==> config.mk <==
export PLATFORM = sky130hd
export DESIGN_NAME = axis_ctrl_reg
export DESIGN_NICKNAME = d
export VERILOG_FILES = /design/src/rtl/axis_ctrl_reg_pkg.sv /design/src/rtl/axis_ctrl_reg.sv
export SDC_FILE = /design/constraint.sdc
export NUM_CORES = 1
export LEC_CHECK = 0
export ABC_CLOCK_PERIOD_IN_PS = 2500
export CAP_MARGIN = 40
export CORE_UTILIZATION = 45
export CTS_BUF_LIST = sky130_fd_sc_hd__clkbuf_8
export CTS_CLUSTER_DIAMETER = 50
export CTS_CLUSTER_SIZE = 14
export DETAILED_ROUTE_END_ITERATION = 10
export GPL_TIMING_DRIVEN = 0
export PLACE_DENSITY_LB_ADDON = 0.15
export SLEW_MARGIN = 20
export SYNTH_ARGS = -nofsm -noshare
export SYNTH_HDL_FRONTEND = slang
export SYNTH_SLANG_ARGS = --single-unit
==> constraint.sdc <==
create_clock -name I_clk -period 2.5 [get_ports I_clk]
set_clock_uncertainty 0.2 [all_clocks]
set_input_delay 0.25 -clock I_clk [delete_from_list [all_inputs] [get_ports I_clk]]
set_output_delay 0.25 -clock I_clk [all_outputs]
set_load 0.005 [all_outputs]
==> src/rtl/axis_ctrl_reg_pkg.sv <==
// Shared definitions for the axis_ctrl_reg AXI4-Lite control/status block:
// register offsets, CTRL bit positions, channel FSM encodings and a byte-strobe helper.
package axis_ctrl_reg_pkg;

    localparam logic [7:0] ADDR_CTRL = 8'h00;
    localparam logic [7:0] ADDR_GIE  = 8'h04;
    localparam logic [7:0] ADDR_IER  = 8'h08;
    localparam logic [7:0] ADDR_ISR  = 8'h0C;
    localparam logic [7:0] ADDR_BASE = 8'h10;
    localparam logic [7:0] ADDR_LEN  = 8'h18;

    localparam int CTRL_START = 0;
    localparam int CTRL_DONE  = 1;
    localparam int CTRL_IDLE  = 2;
    localparam int CTRL_READY = 3;
    localparam int CTRL_AUTO  = 7;

    localparam logic [1:0] RESP_OKAY = 2'b00;

    typedef enum logic [1:0] {
        W_IDLE = 2'd0,
        W_DATA = 2'd1,
        W_RESP = 2'd2
    } wstate_e;

    typedef enum logic {
        R_IDLE = 1'b0,
        R_DATA = 1'b1
    } rstate_e;

    // Merge a 32-bit write into an existing value under the AXI byte strobes.
    function automatic logic [31:0] applyStrb(input logic [31:0] oldVal,
                                              input logic [31:0] newVal,
                                              input logic [3:0]  strb);
        logic [31:0] res;
        res = oldVal;
        for (int i = 0; i < 4; i++) begin
            if (strb[i]) res[8*i +: 8] = newVal[8*i +: 8];
        end
        return res;
    endfunction

endpackage

==> src/rtl/axis_ctrl_reg.sv <==
// AXI4-Lite control/status registers driving ap_start and shadowed base/len downstream.
// Define AXIS_CTRL_REG_IRQ_EN to add GIE/IER/ISR and the O_interrupt output.
module axis_ctrl_reg
    import axis_ctrl_reg_pkg::*;
#(
    parameter int C_S_AXI_ADDR_WIDTH = 6,
    parameter int C_S_AXI_DATA_WIDTH = 32
) (
    input  logic                            I_clk,
    input  logic                            I_rst,
    input  logic [C_S_AXI_ADDR_WIDTH-1:0]   I_saxi_awaddr,
    input  logic                            I_saxi_awvalid,
    output logic                            O_saxi_awready,
    input  logic [C_S_AXI_DATA_WIDTH-1:0]   I_saxi_wdata,
    input  logic [C_S_AXI_DATA_WIDTH/8-1:0] I_saxi_wstrb,
    input  logic                            I_saxi_wvalid,
    output logic                            O_saxi_wready,
    output logic [1:0]                      O_saxi_bresp,
    output logic                            O_saxi_bvalid,
    input  logic                            I_saxi_bready,
    input  logic [C_S_AXI_ADDR_WIDTH-1:0]   I_saxi_araddr,
    input  logic                            I_saxi_arvalid,
    output logic                            O_saxi_arready,
    output logic [C_S_AXI_DATA_WIDTH-1:0]   O_saxi_rdata,
    output logic [1:0]                      O_saxi_rresp,
    output logic                            O_saxi_rvalid,
    input  logic                            I_saxi_rready,
    output logic                            O_ap_start,
    input  logic                            I_ap_done,
    input  logic                            I_ap_ready,
    output logic [27:0]                     O_base_addr,
    output logic [31:0]                     O_len
`ifdef AXIS_CTRL_REG_IRQ_EN
    ,
    output logic                            O_interrupt
`endif
);

    // Byte-address match ignoring the two sub-word bits.
    function automatic logic isAddr(input logic [C_S_AXI_ADDR_WIDTH-1:0] a,
                                    input logic [7:0] off);
        return (a & ~C_S_AXI_ADDR_WIDTH'(3)) == C_S_AXI_ADDR_WIDTH'(off);
    endfunction

    wstate_e wstate_q, wstate_d;
    rstate_e rstate_q, rstate_d;

    logic [C_S_AXI_ADDR_WIDTH-1:0] awaddr_q, awaddr_d;
    logic [31:0] rdata_q, rdata_d, rdataSel;
    logic        apStart_q, apStart_d;
    logic        done_q, done_d;
    logic        ready_q, ready_d;
    logic        autoRestart_q, autoRestart_d;
    logic [27:0] base_q, base_d, baseShadow_q, baseShadow_d;
    logic [31:0] len_q, len_d, lenShadow_q, lenShadow_d;
    logic [31:0] baseMerged;
    logic        unused_bits;

    logic wHs, arHs, wrCtrl, wrBase, wrLen, rdCtrl, startSet, restart;

`ifdef AXIS_CTRL_REG_IRQ_EN
    logic       gie_q, gie_d;
    logic [1:0] ier_q, ier_d;
    logic [1:0] isr_q, isr_d;
    logic       irq_q, irq_d;
    logic       wrGie, wrIer, wrIsr;

    assign wrGie       = wHs && isAddr(awaddr_q, ADDR_GIE);
    assign wrIer       = wHs && isAddr(awaddr_q, ADDR_IER);
    assign wrIsr       = wHs && isAddr(awaddr_q, ADDR_ISR);
    assign O_interrupt = irq_q;
`endif

    assign wHs      = (wstate_q == W_DATA) && I_saxi_wvalid;
    assign arHs     = (rstate_q == R_IDLE) && I_saxi_arvalid;
    assign wrCtrl   = wHs && isAddr(awaddr_q, ADDR_CTRL);
    assign wrBase   = wHs && isAddr(awaddr_q, ADDR_BASE);
    assign wrLen    = wHs && isAddr(awaddr_q, ADDR_LEN);
    assign rdCtrl   = arHs && isAddr(I_saxi_araddr, ADDR_CTRL);
    assign startSet = wrCtrl && I_saxi_wstrb[0] && I_saxi_wdata[CTRL_START] && !apStart_q;
    assign restart  = I_ap_ready && apStart_q && autoRestart_q;

    assign baseMerged  = applyStrb({4'h0, base_q}, I_saxi_wdata, I_saxi_wstrb);
    assign unused_bits = ^baseMerged[31:28];

    assign O_saxi_bresp = RESP_OKAY;
    assign O_saxi_rresp = RESP_OKAY;
    assign O_saxi_rdata = rdata_q;
    assign O_ap_start   = apStart_q;
    assign O_base_addr  = baseShadow_q;
    assign O_len        = lenShadow_q;

    always_comb begin
        wstate_d       = wstate_q;
        O_saxi_awready = 1'b0;
        O_saxi_wready  = 1'b0;
        O_saxi_bvalid  = 1'b0;
        case (wstate_q)
            W_IDLE: begin
                O_saxi_awready = 1'b1;
                if (I_saxi_awvalid) wstate_d = W_DATA;
            end
            W_DATA: begin
                O_saxi_wready = 1'b1;
                if (I_saxi_wvalid) wstate_d = W_RESP;
            end
            W_RESP: begin
                O_saxi_bvalid = 1'b1;
                if (I_saxi_bready) wstate_d = W_IDLE;
            end
            default: wstate_d = W_IDLE;
        endcase
    end

    always_comb begin
        rstate_d       = rstate_q;
        O_saxi_arready = 1'b0;
        O_saxi_rvalid  = 1'b0;
        case (rstate_q)
            R_IDLE: begin
                O_saxi_arready = 1'b1;
                if (I_saxi_arvalid) rstate_d = R_DATA;
            end
            R_DATA: begin
                O_saxi_rvalid = 1'b1;
                if (I_saxi_rready) rstate_d = R_IDLE;
            end
            default: rstate_d = R_IDLE;
        endcase
    end

    // Read data reflects register contents before any clear-on-read takes effect.
    always_comb begin
        rdataSel = '0;
        if (isAddr(I_saxi_araddr, ADDR_CTRL)) begin
            rdataSel[CTRL_START] = apStart_q;
            rdataSel[CTRL_DONE]  = done_q;
            rdataSel[CTRL_IDLE]  = ~apStart_q;
            rdataSel[CTRL_READY] = ready_q;
            rdataSel[CTRL_AUTO]  = autoRestart_q;
        end
        if (isAddr(I_saxi_araddr, ADDR_BASE)) rdataSel = {4'h0, base_q};
        if (isAddr(I_saxi_araddr, ADDR_LEN))  rdataSel = len_q;
`ifdef AXIS_CTRL_REG_IRQ_EN
        if (isAddr(I_saxi_araddr, ADDR_GIE)) rdataSel = {31'h0, gie_q};
        if (isAddr(I_saxi_araddr, ADDR_IER)) rdataSel = {30'h0, ier_q};
        if (isAddr(I_saxi_araddr, ADDR_ISR)) rdataSel = {30'h0, isr_q};
`endif
    end

    // Register file next state; hardware set events take priority over host clears/toggles.
    always_comb begin
        awaddr_d      = awaddr_q;
        rdata_d       = rdata_q;
        apStart_d     = apStart_q;
        done_d        = done_q;
        ready_d       = ready_q;
        autoRestart_d = autoRestart_q;
        base_d        = base_q;
        len_d         = len_q;
        baseShadow_d  = baseShadow_q;
        lenShadow_d   = lenShadow_q;

        if ((wstate_q == W_IDLE) && I_saxi_awvalid) awaddr_d = I_saxi_awaddr;
        if (arHs) rdata_d = rdataSel;

        if (wrCtrl && I_saxi_wstrb[0]) autoRestart_d = I_saxi_wdata[CTRL_AUTO];
        if (wrBase) base_d = baseMerged[27:0];
        if (wrLen)  len_d  = applyStrb(len_q, I_saxi_wdata, I_saxi_wstrb);

        if (I_ap_ready && !autoRestart_q) apStart_d = 1'b0;
        if (startSet) apStart_d = 1'b1;
        if (startSet || restart) begin
            baseShadow_d = base_q;
            lenShadow_d  = len_q;
        end

        if (rdCtrl) begin
            done_d  = 1'b0;
            ready_d = 1'b0;
        end
        if (I_ap_done)  done_d  = 1'b1;
        if (I_ap_ready) ready_d = 1'b1;

`ifdef AXIS_CTRL_REG_IRQ_EN
        gie_d = gie_q;
        ier_d = ier_q;
        isr_d = isr_q;
        irq_d = gie_q & (|isr_q);
        if (wrGie && I_saxi_wstrb[0]) gie_d = I_saxi_wdata[0];
        if (wrIer && I_saxi_wstrb[0]) ier_d = I_saxi_wdata[1:0];
        if (wrIsr && I_saxi_wstrb[0]) isr_d = isr_q ^ I_saxi_wdata[1:0];
        if (I_ap_done  && ier_q[0]) isr_d[0] = 1'b1;
        if (I_ap_ready && ier_q[1]) isr_d[1] = 1'b1;
`endif
    end

    always_ff @(posedge I_clk) begin
        if (I_rst) begin
            wstate_q      <= W_IDLE;
            rstate_q      <= R_IDLE;
            awaddr_q      <= '0;
            rdata_q       <= '0;
            apStart_q     <= 1'b0;
            done_q        <= 1'b0;
            ready_q       <= 1'b0;
            autoRestart_q <= 1'b0;
            base_q        <= '0;
            len_q         <= '0;
            baseShadow_q  <= '0;
            lenShadow_q   <= '0;
`ifdef AXIS_CTRL_REG_IRQ_EN
            gie_q         <= 1'b0;
            ier_q         <= '0;
            isr_q         <= '0;
            irq_q         <= 1'b0;
`endif
        end else begin
            wstate_q      <= wstate_d;
            rstate_q      <= rstate_d;
            awaddr_q      <= awaddr_d;
            rdata_q       <= rdata_d;
            apStart_q     <= apStart_d;
            done_q        <= done_d;
            ready_q       <= ready_d;
            autoRestart_q <= autoRestart_d;
            base_q        <= base_d;
            len_q         <= len_d;
            baseShadow_q  <= baseShadow_d;
            lenShadow_q   <= lenShadow_d;
`ifdef AXIS_CTRL_REG_IRQ_EN
            gie_q         <= gie_d;
            ier_q         <= ier_d;
            isr_q         <= isr_d;
            irq_q         <= irq_d;
`endif
        end
    end

endmodule

==> flow_summary.ini, run 1 <==
[outcome]
status = completed

[clocking]
cts_buffers = 17
hold_buffers = 0
clock_path_buffers = 2
post_cts_resized = 0
clockRootBuffer = clkbuf_8
cts_setup_buffers = 0
cts.htree.levels = 4
cts.sinks = 163
cts_tree = done
clk_latency_ns = 0.47
clk_pin_slew_ns = 0.09

[pwr]
finalPower_uw = 5650
ir_drop_uv = 428
p_comb_share_pct = 13.6
switchingPower_uw = 1500
internal-power_uw = 4150
p_clk_share_pct = 39.1
powerDensity_nw_per_um2 = 520
seq_power_share_pct = 47.3
swShare_pct = 26.6
p_leak_uw = 0.00357

[logic_synthesis]
async_flop_share_pct = 0
synth_ff_type = dfxtp_1
synth_cell_types = 38
syn_area_per_cell_um2 = 8.15
synth_edf_count = 0
syn_inst = 1057
ys_ff_latch = 163
yosysWarnings = 0
syn_area_um2 = 8620
yosysSeqAreaShare_pct = 37.9

[cells_and_area]
syn2layout_area_growth_pct = 26.1
nets = 1285
seqCellArea_um2 = 3260
final_core_util_pct = 57.9
n_fill_cell = 1801
antennaDiodeCount = 0
multiInputGateArea_um2 = 4720
drive_gt1_share_pct = 10.7

[grt]
grt_max_degree = 17
grt_pass1_vias = 8301
grt_pass1_wl_mm = 45.3
grt_use_total_pct = 29.8
grt_overflow = 0
antenna_found_initial = 0

[sta]
max_freq_mhz = 438
slew_headroom_pct = 46.9
final.period_utilization_pct = 91.4
min_period_ns = 2.28
finalHoldViolations = 0
rsz0062_at_grt = no
setup_viol = 0
worst_slew_pin_slew_ns = 0.789
maxSlewViolCount = 0

[routing]
drc = 0
viasPerCell = 6.05
vias = 8926
drt_pre_antenna_iters = 8
ant_nets = 0
post_drt_wl_per_cell_um = 19.6
wl_mm = 29.0
drt_iter0_markers = 784

[die]
rows = 50
start_util_pct = 45.9
io_pins = 159
die_h_um = 140
core_area_um2 = 18800
die_width_um = 140
die_area_um2 = 19700

[critical_path]
crit_path_start = O_ap_start$_SDFFE_PP0P_
critPathKind = reg2reg
path_max_fanout = 10
critPathArrivalTime_ns = 2.48
cp.required_ns = 2.70
critPathLaunchType = flop
crit-reg2reg-launch = O_ap_start$_SDFFE_PP0P_
r2r_cells = 5
worst_setup_path_end_kind = flop

[min_path]
hp-class = in2reg
whs_path_depth = 3
hp-start = I_ap_done

[place]
numPortBuffers = 149
dp.final_hpwl_mm = 21.3
gp_congestion = 0.926

[run]
maxCapViolations = 0
[cells in the mapped netlist, types with 4 or more instances]
library cell,number,area [µm²]
nand2_1,68,255
buf_4,4,30.0
buf_2,25,125
a211oi_1,5,37.5
clkbuf_1,87,327
o21ai_1,6,30.0
nor2b_1,124,776
nor3_1,23,115
o211ai_2,60,751
and4b_1,4,40.0
nand2b_1,4,25.0
mux2i_1,4,40.0
buf_6,5,56.3
buf_8,6,90.1
dfxtp_1,163,3260
a221oi_1,27,236
nand3_1,127,636
and4_1,4,35.0
nor2_1,34,128
o21ai_0,58,290
nand4_1,124,776
a21oi_1,71,355
nand4b_1,4,35.0
[layer usage]
layer	up-vias	track usage, %	share of wire, %
met5	-	0	0
li1	4225	-	-
met1	4174	39.7	43
met4	0	15.3	4.4
met2	444	44.7	44
met3	83	6.94	8.5
[worst max-delay path, stage by stage (launching register included)]
cell and delay (ns):
dfxtp_1 0.39, nand3_1 0.24, clkbuf_1 0.49, clkbuf_1 0.58
o211ai_2 0.16, nand4_1 0.13
[worst paths after layout]
kind,to,slack [ns]
min reg2reg,O_saxi_rdata[30]$_SDFFE_PP0N_,0.26
max reg2reg,O_base_addr[2]$_SDFFE_PP0P_,0.22
min,done_q$_SDFFE_PP0P_,0.11
max,O_base_addr[2]$_SDFFE_PP0P_,0.22
[final cells by class]
cell class                 count  share of cell area, %
clock inverter                13                   1.75
multi-input combinational    764                   43.4
timing repair buffer         149                   13.7
tap                          234                   2.69
inverter                       3                  0.104
sequential                   163                   30.0
clock buffer                  19                   2.41
buffer                       130                   5.88
[metrics by stage]
stage	setup WS, ns	hold slack, ns	setup TNS [ns]	instance area, µm²	instances
finish	0.215	0.111	0	10900	1475
global route	0.0999	0.111	0	10900	1475
CTS	0.262	0.110	0	10900	1475
detailed placement	-0.0850	0.250	-0.908	10400	1443
floorplan	0.705	0.179	0	8630	1060
global placement	-0.0860	0.246	-0.879	10400	1443
[state kept, by name, summed over array words and instances (netlist names)]
name           cells
O_ap_start         1
O_base_addr       28
O_len             32
O_saxi_rdata      32
autoRestart_q      1
awaddr_q           4
base_q            28
done_q             1
len_q             32
ready_q            1
rstate_q           1
wstate_q           2
[cell families (layout without fill, tap and decap cells)]
group                  after synthesis  count (layout)  share of synthesized area, %
AO/OA/AOI/OAI                      229             229                          19.9
other                                1               4                        0.0435
multiplexers                         4               4                         0.465
AND/OR/NAND/NOR                    527             527                          34.2
flip-flops                         163             163                          37.9
buffers and inverters              133             314                          7.55
[cells in the final DEF (no fill, tap or decap), types with 2 or more instances in the layout]
cell type,count
dfxtp_1,163
clkdlybuf4s50_1,149
nand3_1,127
nor2b_1,124
nand4_1,124
clkbuf_1,87
a21oi_1,71
nand2_1,68
o211ai_2,60
o21ai_0,58
nor2_1,34
a221oi_1,27
buf_2,25
nor3_1,23
clkbuf_8,19
inv_1,6
o21ai_1,6
buf_8,6
buf_6,5
a211oi_1,5
bufinv_16,5
and4b_1,4
nand4b_1,4
nand2b_1,4
and4_1,4
mux2i_1,4
buf_4,4
conb_1,4
clkinv_2,4
buf_1,3
nor4bb_1,2
[power groups by stage]
stage	clock, µW	sequential (µW)	combinational [µW]
floorplan	0	2720	424
global placement	0	2730	745
detailed placement	0	2730	752
CTS	2230	2670	755
global route	2360	2680	820
finish	2210	2670	770
(Power assumes the default switching activity.)
==> inputs of run 2 (changes only) <==
- CORE_ASPECT_RATIO: default -> 0.5
==> run 2 against run 1 <==
Register-to-register slack got worse by 0.06 ns. Total power up 1.6%. Die area grew 0.17%. Cell count increased by 1.8%. Critical path depth stayed put. Combinational power increased by 1%. Design area rose by 0.45%. Critical path type unchanged. Critical endpoint is now len_q[4]$_SDFFE_PP0P_. Largest cell class unchanged.
==> flow_summary.ini, run 2 (synthesized netlist as in run 1, its figures left out) <==
[cells_and_area]
final_core_util_pct = 58.8
drive_gt1_share_pct = 10.9
syn2layout_area_growth_pct = 26.6
final_area_um2 = 10900
final_common_cell = dfxtp_1
nets = 1285
mostFrequentLayoutCells = dfxtp_1, clkdlybuf4s50_1, nand3_1

[clocking]
cts_tree = done
clk_pin_slew_ns = 0.10
cts.sinks = 163
cts.htree.levels = 4
cts_buffers = 17
clockRootBuffer = clkbuf_8
hold_buffers = 0
post_cts_resized = 0
cts_setup_buffers = 0
clock_path_buffers = 2
clk_latency_ns = 0.47

[sta]
worst_slew_pin_slew_ns = 0.784
slew_headroom_pct = 47.5
maxSlewViolCount = 0
finalHoldViolations = 0
max_freq_mhz = 427
setup_viol = 0
fin_setup_tns_ns = 0
final.period_utilization_pct = 93.8
min_period_ns = 2.34
rsz0062_at_grt = no

[pwr]
ir_drop_uv = 315
powerDensity_nw_per_um2 = 526
p_leak_uw = 0.00356

[die]
rows = 35
io_pins = 159
die_area_um2 = 19700
start_util_pct = 46.4
die_width_um = 198
core_area_um2 = 18600
die_h_um = 99.9

[routing]
drt_iter0_markers = 944
ant_nets = 0
post_drt_wl_per_cell_um = 20.0
drc = 0
drt_pre_antenna_iters = 6
vias = 8984
viasPerCell = 5.99
wl_mm = 30.0

[critical_path]
path_max_fanout = 10
critPathKind = reg2reg
critPathLaunchType = flop
r2r_cells = 5
rrSetupSlack_ns = 0.16
worst_setup_path_end_kind = flop
critPathArrivalTime_ns = 2.47
cp.required_ns = 2.62
reg2reg_to = len_q[4]$_SDFFE_PP0P_
crit-reg2reg-launch = awaddr_q[4]$_SDFFE_PP0P_

[place]
numPortBuffers = 149
gp_congestion = 0.966
dp.final_hpwl_mm = 22.4
placed_cell_area_um2 = 10400

[grt]
grt_pass1_vias = 8297
antenna_found_initial = 0
grt_use_total_pct = 30.5
grt_overflow = 0
grt_pass1_wl_mm = 45.9
grt_max_degree = 17

[min_path]
whs_path_depth = 3
hp-start = I_ap_done
hp-class = in2reg
hold_end = done_q$_SDFFE_PP0P_

[outcome]
status = completed

[run]
maxCapViolations = 0
==> run 2: per-layer routing <==
metal  vias up  global-route usage [%]  routed length [µm]
met5         -                       0                   0
met4         0                    9.78                 688
met3        59                    11.4                3920
met2       469                    43.8               12100
met1      4238                    42.1               13300
li1       4218                       -                   -
==> run 2: critical path, stage by stage (launching register included) <==
cell	delay, ns
dfxtp_1	0.31
clkbuf_1	0.34
clkbuf_1	0.45
nand4_1	0.47
o21ai_0	0.34
a21oi_1	0.11
==> run 2: worst max-delay path by stage <==
| stage | from | endpoint | slack [ns] | cells after the start |
|---|---|---|---|---|
| final | awaddr_q[4]$_SDFFE_PP0P_ | len_q[4]$_SDFFE_PP0P_ | 0.16 | 5 |
| after CTS | wstate_q[0]$_SDFFE_PP0P_ | O_ap_start$_SDFFE_PP0P_ | 0.20 | 6 |
| after detailed placement | I_saxi_wvalid | len_q[4]$_SDFFE_PP0P_ | -0.19 | 6 |
| after floorplan | wstate_q[1]$_SDFFE_PP0P_ | O_base_addr[0]$_SDFFE_PP0P_ | 0.70 | 6 |
| after global routing | awaddr_q[4]$_SDFFE_PP0P_ | len_q[3]$_SDFFE_PP0P_ | 0.03 | 5 |
| after global placement | I_saxi_wvalid | base_q[16]$_SDFFE_PP0P_ | -0.07 | 6 |
==> run 2: cell type report <==
class | count | area, µm²
Fill cell | 1730 | 7650
Multi-Input combinational cell | 764 | 4720
Sequential cell | 163 | 3260
Timing Repair Buffer | 149 | 1490
Buffer | 130 | 639
Tap cell | 259 | 324
Clock buffer | 19 | 262
Clock inverter | 13 | 205
Inverter | 3 | 11.3
Antenna cell | 1 | 2.50
==> run 2: power by group <==
| group | switching (µW) | internal [µW] |
|---|---|---|
| logic | 496 | 284 |
| registers | 33.5 | 2640 |
| clock network | 1040 | 1240 |
==> run 2: stage by stage <==
step	setup WS [ns]	power [µW]	cells	hold slack, ns
CTS	0.205	5730	1500	0.105
finish	0.156	5740	1501	0.114
detailed placement	-0.186	3490	1468	0.248
floorplan	0.705	3150	1060	0.179
global route	0.0283	5910	1500	0.117
global placement	-0.0710	3480	1468	0.244
